==> src/rtl/sevenseg_pkg.sv <==
// Shared constants and the leading-zero blank-mask helper for the digit scanner.
package sevenseg_pkg;

    localparam int unsigned DIGIT_W    = 4;
    localparam int unsigned MAX_DIGITS = 32;
    localparam logic        AN_OFF     = 1'b1;
    localparam logic        AN_ON      = 1'b0;

    // Bit k set means digit k is a leading zero: it and every digit above it
    // (below n) carry a zero nibble and a clear dp. Digit 0 is never masked.
    function automatic logic [MAX_DIGITS-1:0] leading_zero_mask(
        input logic [MAX_DIGITS-1:0][DIGIT_W-1:0] d,
        input logic [MAX_DIGITS-1:0]              p,
        input int unsigned                        n
    );
        logic zero_above;
        leading_zero_mask = '0;
        zero_above        = 1'b1;
        for (int unsigned i = MAX_DIGITS - 1; i >= 1; i--) begin
            if (i < n) begin
                zero_above           = zero_above && (d[i] == '0) && !p[i];
                leading_zero_mask[i] = zero_above;
            end
        end
    endfunction

endpackage

==> src/rtl/sevenseg_prescaler.sv <==
// Slot timer: counts clocks within one digit slot and flags the slot end and blank window.
module sevenseg_prescaler #(
    parameter int unsigned CLK_DIV = 1000,
    parameter int unsigned BLANK   = 16
) (
    input  logic clk,
    input  logic rst_n,
    output logic slot_wrap,
    output logic in_blank
);

    localparam int unsigned      CW       = $clog2(CLK_DIV);
    localparam logic [CW-1:0]    CNT_LAST = CW'(CLK_DIV - 1);

    logic [CW-1:0] div_cnt;

    always_ff @(posedge clk or negedge rst_n) begin
        if (!rst_n) begin
            div_cnt <= '0;
        end else if (slot_wrap) begin
            div_cnt <= '0;
        end else begin
            div_cnt <= div_cnt + 1'b1;
        end
    end

    assign slot_wrap = (div_cnt == CNT_LAST);

    generate
        if (BLANK == 0) begin : g_no_blank
            assign in_blank = 1'b0;
        end else begin : g_blank
            localparam logic [CW-1:0] BLANK_L = CW'(BLANK);
            assign in_blank = (div_cnt < BLANK_L);
        end
    endgenerate

endmodule

==> src/rtl/sevenseg_scan.sv <==
// Multiplexed digit scanner: double-buffered value, per-slot anode walk with
// leading blank interval and optional leading-zero suppression.
module sevenseg_scan
    import sevenseg_pkg::*;
#(
    parameter int unsigned DIGITS  = 4,
    parameter int unsigned CLK_DIV = 1000,
    parameter int unsigned BLANK   = 16
) (
    input  logic                      clk,
    input  logic                      rst_n,
    input  logic [DIGIT_W*DIGITS-1:0] digits_in,
    input  logic [DIGITS-1:0]         dp_in,
    input  logic                      load,
    input  logic                      lz_blank,
    output logic [DIGIT_W-1:0]        data,
    output logic                      dp,
    output logic [DIGITS-1:0]         an,
    output logic                      frame_tick
);

    localparam int unsigned   IW       = $clog2(DIGITS);
    localparam int unsigned   MW       = $clog2(MAX_DIGITS);
    localparam logic [IW-1:0] IDX_LAST = IW'(DIGITS - 1);

    logic                              slot_wrap;
    logic                              in_blank;
    logic                              boundary;
    logic [IW-1:0]                     idx;
    logic [DIGITS-1:0][DIGIT_W-1:0]    staging;
    logic [DIGITS-1:0][DIGIT_W-1:0]    active;
    logic [DIGITS-1:0]                 staging_dp;
    logic [DIGITS-1:0]                 active_dp;
    logic                              pending;
    logic [MAX_DIGITS-1:0][DIGIT_W-1:0] digits_ext;
    logic [MAX_DIGITS-1:0]             dp_ext;
    logic [MAX_DIGITS-1:0]             lz_mask;
    logic [MW-1:0]                     idx_ext;
    logic [DIGITS-1:0]                 an_next;

    sevenseg_prescaler #(
        .CLK_DIV (CLK_DIV),
        .BLANK   (BLANK)
    ) u_prescaler (
        .clk       (clk),
        .rst_n     (rst_n),
        .slot_wrap (slot_wrap),
        .in_blank  (in_blank)
    );

    assign boundary = slot_wrap && (idx == IDX_LAST);

    always_ff @(posedge clk or negedge rst_n) begin
        if (!rst_n) begin
            idx <= '0;
        end else if (slot_wrap) begin
            idx <= (idx == IDX_LAST) ? '0 : idx + 1'b1;
        end
    end

    // A load landing on the boundary edge bypasses staging so it is not
    // held back a whole frame; pending stays clear in that case.
    always_ff @(posedge clk or negedge rst_n) begin
        if (!rst_n) begin
            staging    <= '0;
            staging_dp <= '0;
            active     <= '0;
            active_dp  <= '0;
            pending    <= 1'b0;
        end else begin
            if (load) begin
                staging    <= digits_in;
                staging_dp <= dp_in;
            end
            if (boundary) begin
                pending <= 1'b0;
                if (load) begin
                    active    <= digits_in;
                    active_dp <= dp_in;
                end else if (pending) begin
                    active    <= staging;
                    active_dp <= staging_dp;
                end
            end else if (load) begin
                pending <= 1'b1;
            end
        end
    end

    always_comb begin
        digits_ext              = '0;
        dp_ext                  = '0;
        digits_ext[DIGITS-1:0]  = active;
        dp_ext[DIGITS-1:0]      = active_dp;
        lz_mask                 = leading_zero_mask(digits_ext, dp_ext, DIGITS);
        idx_ext                 = MW'(idx);
    end

    always_comb begin
        an_next = {DIGITS{AN_OFF}};
        if (!in_blank && !(lz_blank && lz_mask[idx_ext])) begin
            an_next[idx] = AN_ON;
        end
    end

    always_ff @(posedge clk or negedge rst_n) begin
        if (!rst_n) begin
            an         <= '1;
            data       <= '0;
            dp         <= 1'b0;
            frame_tick <= 1'b0;
        end else begin
            an         <= an_next;
            data       <= active[idx];
            dp         <= active_dp[idx];
            frame_tick <= boundary;
        end
    end

endmodule

==> config.mk <==
export PLATFORM = sky130hd
export DESIGN_NAME = sevenseg_scan
export DESIGN_NICKNAME = d
export VERILOG_FILES = /design/src/rtl/sevenseg_pkg.sv /design/src/rtl/sevenseg_prescaler.sv /design/src/rtl/sevenseg_scan.sv
export SDC_FILE = /design/constraint.sdc
export NUM_CORES = 1
export LEC_CHECK = 0
export CAP_MARGIN = 20
export CORE_ASPECT_RATIO = 2
export CORE_UTILIZATION = 45
export CTS_BUF_LIST = sky130_fd_sc_hd__clkbuf_16
export CTS_CLUSTER_DIAMETER = 50
export DETAILED_ROUTE_END_ITERATION = 8
export PLACE_DENSITY = 0.71
export SLEW_MARGIN = 20
export SYNTH_ARGS = -nofsm -noshare
export SYNTH_HDL_FRONTEND = slang
export SYNTH_SLANG_ARGS = --single-unit
==> constraint.sdc <==
create_clock -name clk -period 2.39 [get_ports clk]
set_clock_uncertainty 0.2 [all_clocks]
set_input_delay 0.478 -clock clk [delete_from_list [all_inputs] [get_ports clk]]
set_output_delay 0.478 -clock clk [all_outputs]
set_load 0.01 [all_outputs]
==> results_dict.tcl <==
set metrics [dict create \
    outcome "finished with violations" \
    violations "design-rule violations" \
    place_hpwl_mm 3.226 \
    fin_ws_ns 0.3263 \
    layout.nets 252 \
    worstPathRequired_ns 2.39 \
    postCtsSetupBuffers 0 \
    irDropWorstVdd_uv 399.2 \
    period_minus_slack_ns 2.064 \
    synth_area_leader_cell "dfrtp_1" \
    yosysSeqAreaShare_pct 58.71 \
    slew_headroom_pct 77.57 \
    cellPowerDensity_nw_per_um2 744.9 \
    cts-root-buf "clkbuf_16" \
    ys_ff_latch 63 \
    fp.coreArea_um2 5758 \
    die_h_um 111.4 \
    crit_fanout 20 \
    crit_type "flip-flop to flip-flop" \
    synth_top_cell_area_share_pct 54.81 \
    grt_max_degree 64 \
    end_kind "flip-flop" \
    fillers 461 \
    grt_pass1_vias 1664 \
    final-hold-violation-count 0 \
    gp_congestion 0.7245 \
    vias 1553 \
    avgRoutedWirePerCell_um 16.40 \
    cts_buffers 9 \
    p_clk_share_pct 51.8 \
    diodes 0 \
    power_leakage_nw 1.516 \
    antenna_found_initial 0 \
    cp-start-kind "flip-flop" \
    row_count 39 \
    synth_area_um2 2694 \
    synth_nets 208 \
    postCtsHoldBufs 1 \
    vias_per_cell 5.374 \
    clock_sinks 63 \
    drtIter0Drc 37 \
    first_pass_iters 6 \
    ios 34 \
    port_buffers 33 \
    cts_tree "yes" \
    clock_insertion_delay_worst_skew_ns 0.32 \
    drive_gt1_share_pct 32.46 \
    drc 8 \
    start_util_pct 46.78 \
    drv_slew 0 \
    power_switching_mw 0.4866 \
    dieArea_um2 6319 \
    fin_crit_sh_pct 86.35 \
    ctsLongestPathBuffers 2 \
    dp_slack_ns 0.1393 \
    areaGrowthSynthToFinish_pct 27.40 \
    synth_cell_types 35 \
    synth_cells 179 \
    ys_top_cells_by_area "dfrtp_1 55%, mux2_4 11%, mux2_2 8.4%" \
    syn_area_per_cell_um2 15.05 \
    ctsResizeCount 0 \
    overflow 0 \
    yosysWarnings 0 \
    pwr-share-comb_pct 4.8 \
    clk_pin_slew_ns 0.05 \
    ant_nets 0 \
    power_mw 2.556 \
    setup_tns_ns 0 \
    worstMarginPinSlew_ns 0.3338 \
    intPower_mw 2.070 \
    hold_path_class "flip-flop to flip-flop" \
    setup_viol 0 \
    max_clock_freq_ghz 0.4846 \
    rsz0062_at_grt "false" \
    htree_levels 3 \
    holdWs_ns 0.2634 \
    die_w_um 56.71 \
    switching_share_pct 19.03 \
    cap_viol_max_count 0 \
    pwr-share-seq_pct 43.4 \
    grt_pass1_wl_mm 8.176 \
    grtUsageTotal_pct 17.44 \
    arrival_ns 2.06 \
    wl_mm 4.741 \
]
[power by group through the flow]
stage / combinational, mW / sequential [mW] / clock (mW)
global route: 0.136 / 1.11 / 1.40
finish: 0.123 / 1.11 / 1.32
floorplan: 0.0497 / 1.12 / 0
detailed placement: 0.126 / 1.13 / 0
global placement: 0.124 / 1.13 / 0
CTS: 0.127 / 1.11 / 1.34
[final timing paths]
check	start	end	slack (ns)	cells past startpoint
max in group asynchronous	rst_n	an[3]$_DFF_PN1_	1.19	3
worst max-delay path	u_prescaler.div_cnt[0]$_DFF_PN0_	active[3]$_DFFE_PN0P_	0.33	6
worst min register to register	u_prescaler.div_cnt[0]$_DFF_PN0_	u_prescaler.div_cnt[0]$_DFF_PN0_	0.26	1
worst min-delay path	u_prescaler.div_cnt[0]$_DFF_PN0_	u_prescaler.div_cnt[0]$_DFF_PN0_	0.26	1
worst max register to register	u_prescaler.div_cnt[0]$_DFF_PN0_	active[3]$_DFFE_PN0P_	0.33	6
min in group asynchronous	rst_n	u_prescaler.div_cnt[7]$_DFF_PN0_	0.50	3
[per-stage QoR]
step | area (um2) | instances | util, %
floorplan | 2694 | 179 | -
global placement | 3115 | 272 | 54.11
detailed placement | 3115 | 272 | 54.11
CTS | 3432 | 289 | 59.60
global route | 3432 | 289 | 59.60
finish | 3432 | 289 | 59.60
[critical path, stage by stage, from the launching register on]
cell and delay (ns):
dfrtp_1 0.37, ha_1 0.23, nand3_2 0.16, nor3_4 0.24, and3b_4 0.23, buf_12 0.20
mux2_4 0.32
[cell type report]
| cell class | instances | area [um2] | share of cell area [%] |
|---|---|---|---|
| flip-flops and latches | 63 | 1582 | 46.08 |
| well taps | 61 | 76.32 | 2.224 |
| clock inverters | 7 | 81.33 | 2.370 |
| multi-input cells | 107 | 1042 | 30.37 |
| clock buffers | 9 | 225.2 | 6.562 |
| inverters | 2 | 7.507 | 0.2187 |
| repair buffers | 40 | 417.9 | 12.18 |
[routing by layer]
layer  global-route usage, %  vias up  share of wire (%)
met5                       0        -                  0
met4                   8.500        0                1.9
met3                   4.181        8                3.2
met2                   29.92       27                 55
met1                   19.91      794                 40
li1                        -      724                  -
[synthesized netlist by cell type, drive strengths merged]
| cell | n |
|---|---|
| a2111o | 1 |
| a21oi | 2 |
| a31o | 1 |
| a31oi | 1 |
| and2 | 2 |
| and3 | 1 |
| and3b | 1 |
| buf | 3 |
| clkbuf | 4 |
| dfrtp | 59 |
| dfstp | 4 |
| ha | 5 |
| inv | 2 |
| mux2 | 40 |
| mux4 | 5 |
| nand2 | 6 |
| nand3 | 7 |
| nand4 | 2 |
| nor2 | 13 |
| nor2b | 1 |
| nor3 | 4 |
| nor4 | 1 |
| nor4b | 1 |
| o21a | 1 |
| o21ai | 3 |
| or2 | 1 |
| or3 | 1 |
| or4b | 1 |
| xnor2 | 4 |
| xor2 | 2 |
[cell usage in the layout (no fill, tap or decap), types with 2 or more instances in the layout]
cell type	n
a21oi_1	2
buf_12	3
buf_4	3
bufinv_16	2
clkbuf_16	9
clkdlybuf4s50_1	32
clkinv_2	2
dfrtp_1	59
dfstp_2	4
ha_1	5
inv_1	5
mux2_2	20
mux2_4	20
mux4_2	5
nand2_1	6
nand3_1	6
nand4_1	2
nor2_1	13
nor3_1	3
o21ai_0	3
xnor2_1	4
xor2_1	2
[sequential cells by signal, indices dropped and copies added, names as in the netlist, 2 cells and up]
register and flops:
an 4, staging 16, active_dp 4, data 4
active 16, u_prescaler.div_cnt 10, staging_dp 4, idx 2
[logic make-up (layout without fill, tap and decap cells)]
family / Yosys count / count (layout) / share of synthesized area (%)
AOI/OAI and AO/OA: 9 / 9 / 2.183
xor gates and xnor gates: 6 / 6 / 1.951
adders and majority gates: 5 / 5 / 2.322
buffers and inverters: 9 / 58 / 2.601
DFF: 63 / 63 / 58.71
muxes: 45 / 45 / 23.69
and+or+nand+nor: 42 / 42 / 8.547
Note: power is estimated with default switching activity, not from simulation.
